### config.mk
export PLATFORM = sky130hd
export DESIGN_NAME = rwire_rr_arbiter
export DESIGN_NICKNAME = d
export VERILOG_FILES = /design/src/rtl/rwire_arb_pkg.sv /design/src/rtl/rr_pick.sv /design/src/rtl/rwire_rr_arbiter.sv
export SDC_FILE = /design/constraint.sdc
export NUM_CORES = 1
export LEC_CHECK = 0
export ABC_AREA = 1
export BUFFER_PORTS_ARGS = -buffer_cell sky130_fd_sc_hd__buf_2
export CORE_MARGIN = 1
export CORE_UTILIZATION = 45
export CTS_CLUSTER_SIZE = 30
export DETAILED_ROUTE_END_ITERATION = 7
export PLACE_DENSITY = 0.74
export SLEW_MARGIN = 0
export SYNTH_ARGS = -nofsm -noshare
export SYNTH_HDL_FRONTEND = slang
export SYNTH_SLANG_ARGS = --single-unit
### constraint.sdc
create_clock -name CLK -period 2.7 [get_ports CLK]
set_clock_uncertainty 0.15 [all_clocks]
set_input_delay 0.135 -clock CLK [delete_from_list [all_inputs] [get_ports CLK]]
set_output_delay 0.135 -clock CLK [all_outputs]
set_load 0.03 [all_outputs]
### src/rtl/rwire_arb_pkg.sv
// Shared definitions for the RWire round-robin arbiter: state encoding and
// the constant function that sizes the lock idle counter.
package rwire_arb_pkg;

  typedef enum logic {
    ST_IDLE   = 1'b0,
    ST_LOCKED = 1'b1
  } arb_state_e;

  // Bits needed to hold the value 'limit' (ceil(log2(limit+1))), never below 1.
  function automatic int cnt_bits(input int limit);
    for (int b = 1; b < 31; b++) begin
      if ((1 << b) > limit) return b;
    end
    return 31;
  endfunction

endpackage

### src/rtl/rr_pick.sv
// Rotate-priority picker: first set bit of req scanning ptr, ptr+1, ... mod n.
// Purely combinational, zero latency; no backpressure of its own.
// ptr is always < n, so the wrapped index never leaves the req range.
module rr_pick #(
  parameter int n    = 4,
  parameter int srcw = 2
) (
  input  logic [n-1:0]    req,
  input  logic [srcw-1:0] ptr,
  output logic            found,
  output logic [srcw-1:0] idx
);

  int              c;
  logic [srcw-1:0] cand;

  // Scan from the farthest offset down so the closest-to-ptr request wins last.
  always_comb begin
    found = 1'b0;
    idx   = '0;
    c     = 0;
    cand  = '0;
    for (int k = n - 1; k >= 0; k--) begin
      c = int'(ptr) + k;
      if (c >= n) c = c - n;
      cand = srcw'(c);
      if (req[cand]) begin
        found = 1'b1;
        idx   = cand;
      end
    end
  end

endmodule

### src/rtl/rwire_rr_arbiter.sv
// Round-robin arbiter sharing one registered value/valid channel among n requesters.
// Latency: GRANT combinational, output register valid the cycle after the grant.
// Backpressure: OUT_HAS && !OUT_RDY holds the output register and suppresses all grants.
module rwire_rr_arbiter
  import rwire_arb_pkg::*;
#(
  parameter int width      = 1,
  parameter int n          = 4,
  parameter int srcw       = 2,
  parameter int idle_limit = 4
) (
  input  logic                 CLK,
  input  logic                 RST_N,
  input  logic [n-1:0]         REQ_SET,
  input  logic [n*width-1:0]   REQ_VAL,
  input  logic [n-1:0]         REQ_LOCK,
  output logic [n-1:0]         GRANT,
  output logic [width-1:0]     OUT_VAL,
  output logic                 OUT_HAS,
  output logic [srcw-1:0]      OUT_SRC,
  input  logic                 OUT_RDY,
  output logic                 LOCKED
);

  localparam int              cw       = cnt_bits(idle_limit);
  localparam logic [srcw-1:0] last_idx = srcw'(n - 1);
  localparam logic [cw-1:0]   idle_max = cw'(idle_limit);

  arb_state_e       state_q, state_d;
  logic [srcw-1:0]  owner_q, owner_d;
  logic [srcw-1:0]  ptr_q, ptr_d;
  logic [cw-1:0]    idle_q, idle_d, idle_inc;
  logic [width-1:0] out_val_q, out_val_d;
  logic             out_has_q, out_has_d;
  logic [srcw-1:0]  out_src_q, out_src_d;

  logic [n-1:0]     own_mask, eligible;
  logic             accept, found, grant_vld, owner_set;
  logic [srcw-1:0]  win_idx;
  logic [width-1:0] win_val;

  function automatic logic [srcw-1:0] next_idx(input logic [srcw-1:0] i);
    return (i == last_idx) ? '0 : i + 1'b1;
  endfunction

  always_comb begin
    own_mask = '0;
    win_val  = '0;
    for (int i = 0; i < n; i++) begin
      own_mask[i] = (owner_q == srcw'(i));
      if (win_idx == srcw'(i)) win_val = REQ_VAL[i*width +: width];
    end
  end

  assign eligible  = (state_q == ST_LOCKED) ? (REQ_SET & own_mask) : REQ_SET;
  assign owner_set = |(REQ_SET & own_mask);

  rr_pick #(.n(n), .srcw(srcw)) u_pick (
    .req   (eligible),
    .ptr   (ptr_q),
    .found (found),
    .idx   (win_idx)
  );

  assign accept    = !out_has_q || OUT_RDY;
  // Reset gates the grant so upstream never sees a transfer while held in reset.
  assign grant_vld = accept && found && RST_N;
  assign idle_inc  = idle_q + 1'b1;

  always_comb begin
    GRANT = '0;
    if (grant_vld) GRANT[win_idx] = 1'b1;
  end

  always_comb begin
    state_d   = state_q;
    owner_d   = owner_q;
    ptr_d     = ptr_q;
    idle_d    = idle_q;
    out_val_d = out_val_q;
    out_has_d = out_has_q;
    out_src_d = out_src_q;
    if (grant_vld) begin
      out_val_d = win_val;
      out_src_d = win_idx;
      out_has_d = 1'b1;
      idle_d    = '0;
      if (REQ_LOCK[win_idx]) begin
        state_d = ST_LOCKED;
        owner_d = win_idx;
      end else begin
        state_d = ST_IDLE;
        ptr_d   = next_idx(win_idx);
      end
    end else begin
      if (accept) out_has_d = 1'b0;
      if (state_q == ST_LOCKED) begin
        // A stalled but requesting owner is busy, not idle.
        if (owner_set) begin
          idle_d = '0;
        end else if (idle_limit > 0 && idle_inc == idle_max) begin
          state_d = ST_IDLE;
          ptr_d   = next_idx(owner_q);
          idle_d  = '0;
        end else if (idle_q != {cw{1'b1}}) begin
          idle_d = idle_inc;
        end
      end
    end
  end

  always_ff @(posedge CLK or negedge RST_N) begin
    if (!RST_N) begin
      state_q   <= ST_IDLE;
      owner_q   <= '0;
      ptr_q     <= '0;
      idle_q    <= '0;
      out_val_q <= '0;
      out_has_q <= 1'b0;
      out_src_q <= '0;
    end else begin
      state_q   <= state_d;
      owner_q   <= owner_d;
      ptr_q     <= ptr_d;
      idle_q    <= idle_d;
      out_val_q <= out_val_d;
      out_has_q <= out_has_d;
      out_src_q <= out_src_d;
    end
  end

  assign OUT_VAL = out_val_q;
  assign OUT_HAS = out_has_q;
  assign OUT_SRC = out_src_q;
  assign LOCKED  = (state_q == ST_LOCKED);

endmodule

==> results_dict.tcl, run 1 <==
set metrics [dict create \
    status "finished with violations" \
    violations "negative hold slack" \
    core_sq_mm 0.00228 \
    die_y_microns 51.7 \
    critPathSlowestCell "dfrtp_1" \
    whs_ns -0.00895 \
    crit_top_cell "nand2_4" \
    setup_viol 0 \
    cts_tree "yes" \
    syn-cell-area_sq_mm 0.00111 \
    diodes 0 \
    drc 0 \
    worst_slew_pin_slew_ns 0.423 \
    whs_path_depth 3 \
    die-width_microns 51.7 \
    port_buffers 23 \
    drtIter0Drc 31 \
    num_vias 1080 \
    cp-end-kind "output port" \
    grt_max_degree 16 \
    maxCapViolations 0 \
    r2r-end "OUT_VAL" \
    hold_class "input port to flip-flop" \
    io_pins 24 \
    fin_crit_ns 2.56 \
    synth_top_family_by_area "simple AND/OR/NAND/NOR gates" \
    insertion_delay_ns 0.26 \
    critPathLaunchType "flip-flop" \
    grt_pass1_wl_mm 3.66 \
    fin_nets 211 \
    cts_sinks 12 \
    synth_cell_type_count 20 \
    netlist_instances 156 \
    fmax_ghz 0.391 \
    synthXorXnorAreaFrac 0 \
    reg2reg_setup_slack_ns 0.24 \
    clkTransAtPathRegs_ns 0.07 \
    via_per_inst 5.12 \
    ys_ff_latch 12 \
    root_buffer "clkbuf_4" \
    syn_nets 183 \
    track_usage 0.182 \
    first_pass_iters 5 \
    ant_nets 0 \
    timing.final.max_slew_violations 0 \
    cts_buffers 3 \
    antenna_found_initial 0 \
    crit_chain "inv_2 > ha_1 > o21ai_1 > nand2_1 > nand3_1 > nand2_2 > nand2_4 > nand2_4 > nand2_4 > nand2_8 > inv_2 > ha_1 > inv_1 > nor2_1 > buf_4" \
    r2r_cells 18 \
    synth.area.mux_share 0 \
    routed_wl_mm 2.37 \
    timing.rr.start "owner_q[0]" \
    yosys.area_share.adder 0.135 \
    gp_congestion 0.884 \
    critical_path_class "flip-flop to output port" \
    hold_violations 1 \
    final_cells 211 \
    grt_pass1_vias 946 \
    final_common_cell "nand2_1" \
    critical_path.max_stage_delay_ns 0.43 \
    syn2layout_area_growth_pct 22.5 \
    cp.required_ns 2.41 \
    ctsHtreeMaxLevel 1 \
    rows 17 \
    drive_above_1_share 0.339 \
    crit_fanout 8 \
    dp_hpwl_mm 1.87 \
    cp_data_arrival_time_ns 2.27 \
    most-common-layout-cells "51 x nand2_1, 20 x buf_2, 12 x dfrtp_1, 12 x nand3_2" \
    synth.avg_cell_area_sq_um 7.14 \
    synth_compound_area_frac 0.0685 \
    layout_setup_ws_ns 0.142 \
    hp-start "REQ_VAL[3]" \
    dieArea_sq_mm 0.00268 \
    min_to "OUT_VAL" \
    wl_per_cell_microns 11.2 \
    globalRoute.totalOverflow 0 \
    synth_seq_area_share 0.270 \
    cts_max_path_buffers 2 \
    pre_cts_ws_ns 0.0322 \
    fin_crit_sh 0.947 \
    ys_warn_count 0 \
    synthSimpleGateAreaFrac 0.442 \
    relSlewSlack 0.718 \
    dp.cells 205 \
    start_util 0.489 \
    fin_tns_setup_ns 0 \
]
==> Yosys cell counts (all sizes together) <==
master	instances	area share
o311ai	1	0.0079
nand4	4	0.022
nand2	62	0.24
inv	20	0.072
clkbuf	1	0.0034
dfrtp	12	0.27
o21ai	10	0.045
ha	12	0.13
o31ai	1	0.0067
buf	1	0.010
nand3	23	0.15
a21oi	2	0.0090
nor2	7	0.024
==> kinds of logic (layout without fill, tap and decap cells) <==
| logic type | after synthesis | count (layout) |
|---|---|---|
| buf+inv | 22 | 49 |
| flops | 12 | 12 |
| fa+ha+maj | 12 | 12 |
| simple gates | 96 | 96 |
| compound gates | 14 | 14 |
==> worst max-delay path: cells and delay by family (launching register included) <==
family                   cells  cell delay, ns
flip-flops                   1            0.43
AND/OR/NAND/NOR              8            0.71
AO/OA/AOI/OAI                1            0.14
buffers and inverters        4            0.36
adder cells (fa/ha/maj)      2            0.36
==> sequential cells by signal, summed over array words and instances, names as in the netlist <==
signal,count
OUT_SRC,2
LOCKED,1
OUT_VAL,1
idle_q,3
OUT_HAS,1
ptr_q,2
owner_q,2
==> layer usage <==
| layer | global-route usage | up-vias | part of all wire |
|---|---|---|---|
| met4 | 0.0676 | 0 | 0.0072 |
| met1 | 0.228 | 502 | 0.43 |
| met5 | 0 | - | 0 |
| met2 | 0.327 | 14 | 0.54 |
| met3 | 0.00877 | 4 | 0.025 |
| li1 | - | 560 | - |
==> timing repair <==
item / CTS / global route
hold endpoints to repair: 13 / 0
setup endpoints to repair: 0 / 5
buffers inserted: 0 / 0
resized for setup: 0 / 22
hold buffers: 2 / 0
==> layout make-up <==
class,instances,area (sq um)
clock buffers,4,36.3
flip-flops and latches,12,300
well taps,28,35.0
multi-input cells,122,769
inverters,20,80.1
repair buffers,25,143
fillers,224,912
==> how the worst max path moves through the flow <==
| stage | depth (start not counted) | endpoint | slack (ns) | from |
|---|---|---|---|---|
| floorplan | 18 | OUT_VAL | 0.34 | owner_q[0] |
| global placement | 14 | OUT_VAL | 0.09 | owner_q[0] |
| detailed placement | 18 | OUT_VAL | 0.03 | owner_q[0] |
| CTS | 18 | OUT_VAL | 0.009 | owner_q[0] |
| global route | 14 | GRANT[3] | -0.01 | owner_q[0] |
| finish | 15 | GRANT[1] | 0.14 | owner_q[0] |
==> metrics by stage <==
| step | utilization | area (sq um) |
|---|---|---|
| after floorplan | - | 1110 |
| after global placement | 0.549 | 1250 |
| after detailed placement | 0.549 | 1250 |
| after CTS | 0.573 | 1310 |
| after global routing | 0.599 | 1360 |
| final | 0.599 | 1360 |
Power of run 1 is left out: the tool's default activity adds up to more than one toggle a clock period on the data nets, which glitch-free logic cannot reach.
==> inputs of run 2 (changes only) <==
Settings changed: CORE_ASPECT_RATIO from default to 0.9.
==> results_dict.tcl, run 2 (synthesized netlist as in run 1, its figures left out) <==
set metrics [dict create \
    final_common_cell "nand2_1" \
    cp-end-kind "output port" \
    p_comb_frac 0.757 \
    timing.final.max_slew_violations 0 \
    grt_max_degree 16 \
    power_mw 2.00 \
    first_pass_iters 4 \
    setup_viol 0 \
    most-common-layout-cells "52 x nand2_1, 20 x buf_2, 12 x dfrtp_1" \
    cts_buffers 3 \
    cts_tree "yes" \
    io_pins 24 \
    root_buffer "clkbuf_4" \
    critical_path_class "flip-flop to output port" \
    hold_class "input port to flip-flop" \
    crit_end "GRANT[3]" \
    drive_above_1_share 0.355 \
    via_per_inst 5.15 \
    relSlewSlack 0.708 \
    dp_hpwl_mm 1.89 \
    clock_power_share 0.069 \
    fin_crit_sh 0.957 \
    num_vias 1096 \
    clkTransAtPathRegs_ns 0.07 \
    diodes 0 \
    routed_wl_mm 2.59 \
    grt_pass1_wl_mm 4.04 \
    core_sq_mm 0.00226 \
    die-width_microns 54.4 \
    cp.required_ns 2.41 \
    critPathLaunchType "flip-flop" \
    p_leak_nw 0.752 \
    globalRoute.totalOverflow 0 \
    drc 0 \
    reg2reg_setup_slack_ns 0.18 \
    fin_crit_ns 2.58 \
    fin_tns_setup_ns 0 \
    die_y_microns 49.2 \
    insertion_delay_ns 0.26 \
    crit_start "owner_q[0]" \
    worst_slew_pin_slew_ns 0.438 \
    drtIter0Drc 38 \
    maxCapViolations 0 \
    seqPwrFrac 0.174 \
    vdd_drop_max_v 0.000852 \
    r2r-end "OUT_VAL" \
    fin_nets 214 \
    grt_pass1_vias 979 \
    timing.rr.start "owner_q[0]" \
    start_util 0.492 \
    crit_fanout 8 \
    track_usage 0.204 \
    cts_max_path_buffers 2 \
    gp_congestion 0.872 \
    syn2layout_area_growth_pct 23.6 \
    whs_ns 0.00427 \
    dieArea_sq_mm 0.00268 \
    hold_violations 0 \
    status "finished, final reports clean" \
    largest_reg_flops 3 \
    cp_data_arrival_time_ns 2.30 \
    port_buffers 23 \
    ant_nets 0 \
    rows 16 \
    antenna_found_initial 0 \
    r2r_cells 16 \
    power_density_mw_per_mm2 1460 \
    rsz0062_at_grt "yes" \
    cts_sinks 12 \
    switchingPower_mw 1.14 \
    p_sw_frac 0.567 \
    ctsHtreeMaxLevel 1 \
    fmax_ghz 0.387 \
    top_register "idle_q" \
    intPower_mw 0.868 \
    wl_per_cell_microns 12.1 \
]
## run 2: layout make-up
| cell class | count | area, sq um |
|---|---|---|
| fillers | 196 | 886 |
| multi-input cells | 122 | 761 |
| flip-flops and latches | 12 | 300 |
| repair buffers | 28 | 165 |
| inverters | 20 | 80.1 |
| clock buffers | 4 | 36.3 |
| well taps | 27 | 33.8 |
## run 2: through the flow
| step | setup WS [ns] | util | cells | instance area, sq um |
|---|---|---|---|---|
| 2_1_floorplan | 0.341 | - | 156 | 1110 |
| 3_3_place_gp | 0.148 | 0.555 | 205 | 1250 |
| 3_5_place_dp | 0.0643 | 0.555 | 205 | 1250 |
| 4_1_cts | 0.0433 | 0.580 | 211 | 1310 |
| 5_1_grt | -0.0396 | 0.608 | 213 | 1380 |
| 6_report | 0.115 | 0.608 | 213 | 1380 |
## run 2: how the worst min path moves through the flow
stage	startpoint	cells past startpoint	endpoint
2_1_floorplan	RST_N	0	LOCKED
3_3_place_gp	RST_N	1	OUT_VAL
3_5_place_dp	RST_N	1	OUT_VAL
4_1_cts	REQ_VAL[3]	3	OUT_VAL
5_1_grt	REQ_VAL[3]	3	OUT_VAL
6_report	REQ_VAL[3]	3	OUT_VAL
## run 2: what timing repair did
item                                    in CTS  in global routing
hold buffers                                 2                  0
resized for setup                            0                 22
buffers inserted                             0                  2
endpoints found under the hold margin       13                  0
endpoints found under the setup margin       0                  5
## run 2: power groups by stage
| stage | clock (mW) | combinational, mW | sequential (mW) |
|---|---|---|---|
| 5_1_grt | 0.152 | 1.70 | 0.355 |
| 2_1_floorplan | 0 | 1.08 | 0.375 |
| 3_5_place_dp | 0 | 1.40 | 0.338 |
| 6_report | 0.139 | 1.52 | 0.348 |
| 4_1_cts | 0.143 | 1.41 | 0.335 |
| 3_3_place_gp | 0 | 1.38 | 0.334 |
## run 2: critical path, stage by stage, from the launching register on
cell and delay, ns:
dfrtp_1 0.46, inv_2 0.07, ha_2 0.19, o21ai_1 0.13, nand2_1 0.13, nand3_1 0.09
nand2_1 0.09, nand2_4 0.10, nand2_4 0.05, nand2_4 0.07, nand2_4 0.09, inv_2 0.07
ha_1 0.14, inv_1 0.06, nor2_1 0.11, buf_4 0.18
## run 2: layer usage
layer | up-vias | wire length, microns | global-route usage
li1 | 562 | - | -
met1 | 499 | 1090 | 0.270
met2 | 29 | 1310 | 0.327
met3 | 6 | 133 | 0.0312
met4 | 0 | 51 | 0.0726
met5 | - | 0 | 0
No activity file was read; power rests on OpenSTA's default activity.
==> inputs of run 3 (changes only) <==
Settings changed: CORE_UTILIZATION 45 to 50, PLACE_DENSITY 0.74 to 0.8.
==> results_dict.tcl, run 3 (synthesized netlist as in run 1, its figures left out) <==
set metrics [dict create \
    cp_top_family "simple AND/OR/NAND/NOR gates" \
    fin_crit_ns 2.60 \
    gp_congestion 0.933 \
    largest_reg_flops 3 \
    crit_fanout 6 \
    p_leak_nw 0.766 \
    ant_nets 0 \
    critPathLaunchType "flip-flop" \
    fin_crit_sh 0.962 \
    fin_nets 214 \
    insertion_delay_ns 0.29 \
    r2r-end "OUT_VAL" \
    core_sq_mm 0.00201 \
    top_register "idle_q" \
    clkTransAtPathRegs_ns 0.08 \
    cts_buffers 3 \
    critical_path.max_stage_delay_ns 0.45 \
    intPower_mw 0.897 \
    ctsHtreeMaxLevel 1 \
    p_comb_frac 0.760 \
    globalRoute.totalOverflow 0 \
    timing.final.max_slew_violations 0 \
    clock_power_share 0.071 \
    reg2reg_setup_slack_ns 0.24 \
    p_sw_frac 0.569 \
    vdd_drop_max_v 0.000864 \
    timing.rr.start "owner_q[0]" \
    drtIter0Drc 28 \
    setup_viol 0 \
    worst_slew_pin_slew_ns 0.308 \
    critPathBufInv 3 \
    root_buffer "clkbuf_4" \
    io_pins 24 \
    final_common_cell "nand2_1" \
    seqPwrFrac 0.169 \
    hold_violations 0 \
    dieArea_sq_mm 0.00242 \
    fmax_ghz 0.385 \
    rows 15 \
    switchingPower_mw 1.18 \
    crit_chain "ha_1 > nand2_2 > nand2_1 > nand3_1 > nand3_1 > nand2_1 > nand2_1 > nand2_1 > nand2_2 > inv_1 > ha_2 > inv_1 > nor2_1 > clkbuf_4" \
    cp-end-kind "output port" \
    cts_max_path_buffers 2 \
    most-common-layout-cells "48 x nand2_1, 20 x buf_2, 14 x nand3_2" \
    critical_path_class "flip-flop to output port" \
    power_mw 2.08 \
    cts_tree "yes" \
    routed_wl_mm 2.55 \
    power_density_mw_per_mm2 1450 \
    first_pass_iters 5 \
    start_util 0.555 \
    status "finished, final reports clean" \
    grt_pass1_wl_mm 3.64 \
    die_y_microns 46.8 \
    grt_pass1_vias 882 \
    num_vias 1072 \
    port_buffers 23 \
    via_per_inst 5.08 \
    drc 0 \
    syn2layout_area_growth_pct 29.1 \
    grt_max_degree 16 \
    track_usage 0.209 \
    antenna_found_initial 0 \
    critPathSlowestCell "dfrtp_1" \
    cp_data_arrival_time_ns 2.31 \
    dp_hpwl_mm 1.77 \
    diodes 0 \
    dp.cells 202 \
    cts_sinks 12 \
    relSlewSlack 0.795 \
    hold_class "input port to async pin" \
    wl_per_cell_microns 12.1 \
    r2r_cells 15 \
    die-width_microns 51.7 \
    cp.required_ns 2.41 \
    crit_top_cell "nand2_1" \
    drive_above_1_share 0.403 \
    maxCapViolations 0 \
    final_cells 211 \
]
==> run 3: layout make-up <==
cell class,count,area (sq um)
tap,25,31.3
sequential,12,302
fill,148,571
clock buffer,4,36.3
timing repair buffer,28,168
multi-input combinational,122,821
inverter,20,80.1
==> run 3: per-stage QoR <==
step / util / setup TNS [ns] / hold WS (ns) / area (sq um) / worst slack [ns]
floorplan: - / 0 / -0.311 / 1110 / 0.341
global placement: 0.620 / 0 / -0.118 / 1240 / 0.155
detailed placement: 0.620 / 0 / -0.116 / 1240 / 0.0548
CTS: 0.653 / 0 / 0.113 / 1310 / 0.0412
global route: 0.716 / -0.165 / 0.144 / 1440 / -0.0812
finish: 0.716 / 0 / 0.110 / 1440 / 0.101
==> run 3: how the worst max path moves through the flow <==
stage / depth (start not counted) / endpoint / startpoint / slack [ns]
floorplan: 18 / OUT_VAL / owner_q[0] / 0.34
global placement: 18 / OUT_VAL / owner_q[0] / 0.15
detailed placement: 16 / OUT_VAL / owner_q[0] / 0.05
CTS: 16 / OUT_VAL / owner_q[0] / 0.04
global route: 15 / GRANT[2] / owner_q[1] / -0.08
finish: 14 / GRANT[2] / owner_q[0] / 0.10
==> run 3: what timing repair did <==
item	in CTS	in global routing
setup buffers	0	2
setup endpoints to repair	0	5
gates resized for setup	0	35
hold buffers	3	0
hold endpoints to repair	14	0
==> run 3: power by group through the flow <==
stage	Sequential (mW)	Clock (mW)	Combinational [mW]
5_1_grt	0.361	0.161	1.77
2_1_floorplan	0.375	0	1.08
3_5_place_dp	0.338	0	1.38
4_1_cts	0.334	0.152	1.39
3_3_place_gp	0.336	0	1.34
6_report	0.351	0.149	1.58
==> run 3: per-layer routing <==
| layer | track usage | share of wire |
|---|---|---|
| met1 | 0.260 | 0.44 |
| met2 | 0.358 | 0.51 |
| met3 | 0.0550 | 0.032 |
| met4 | 0.0703 | 0.013 |
| met5 | 0 | 0 |
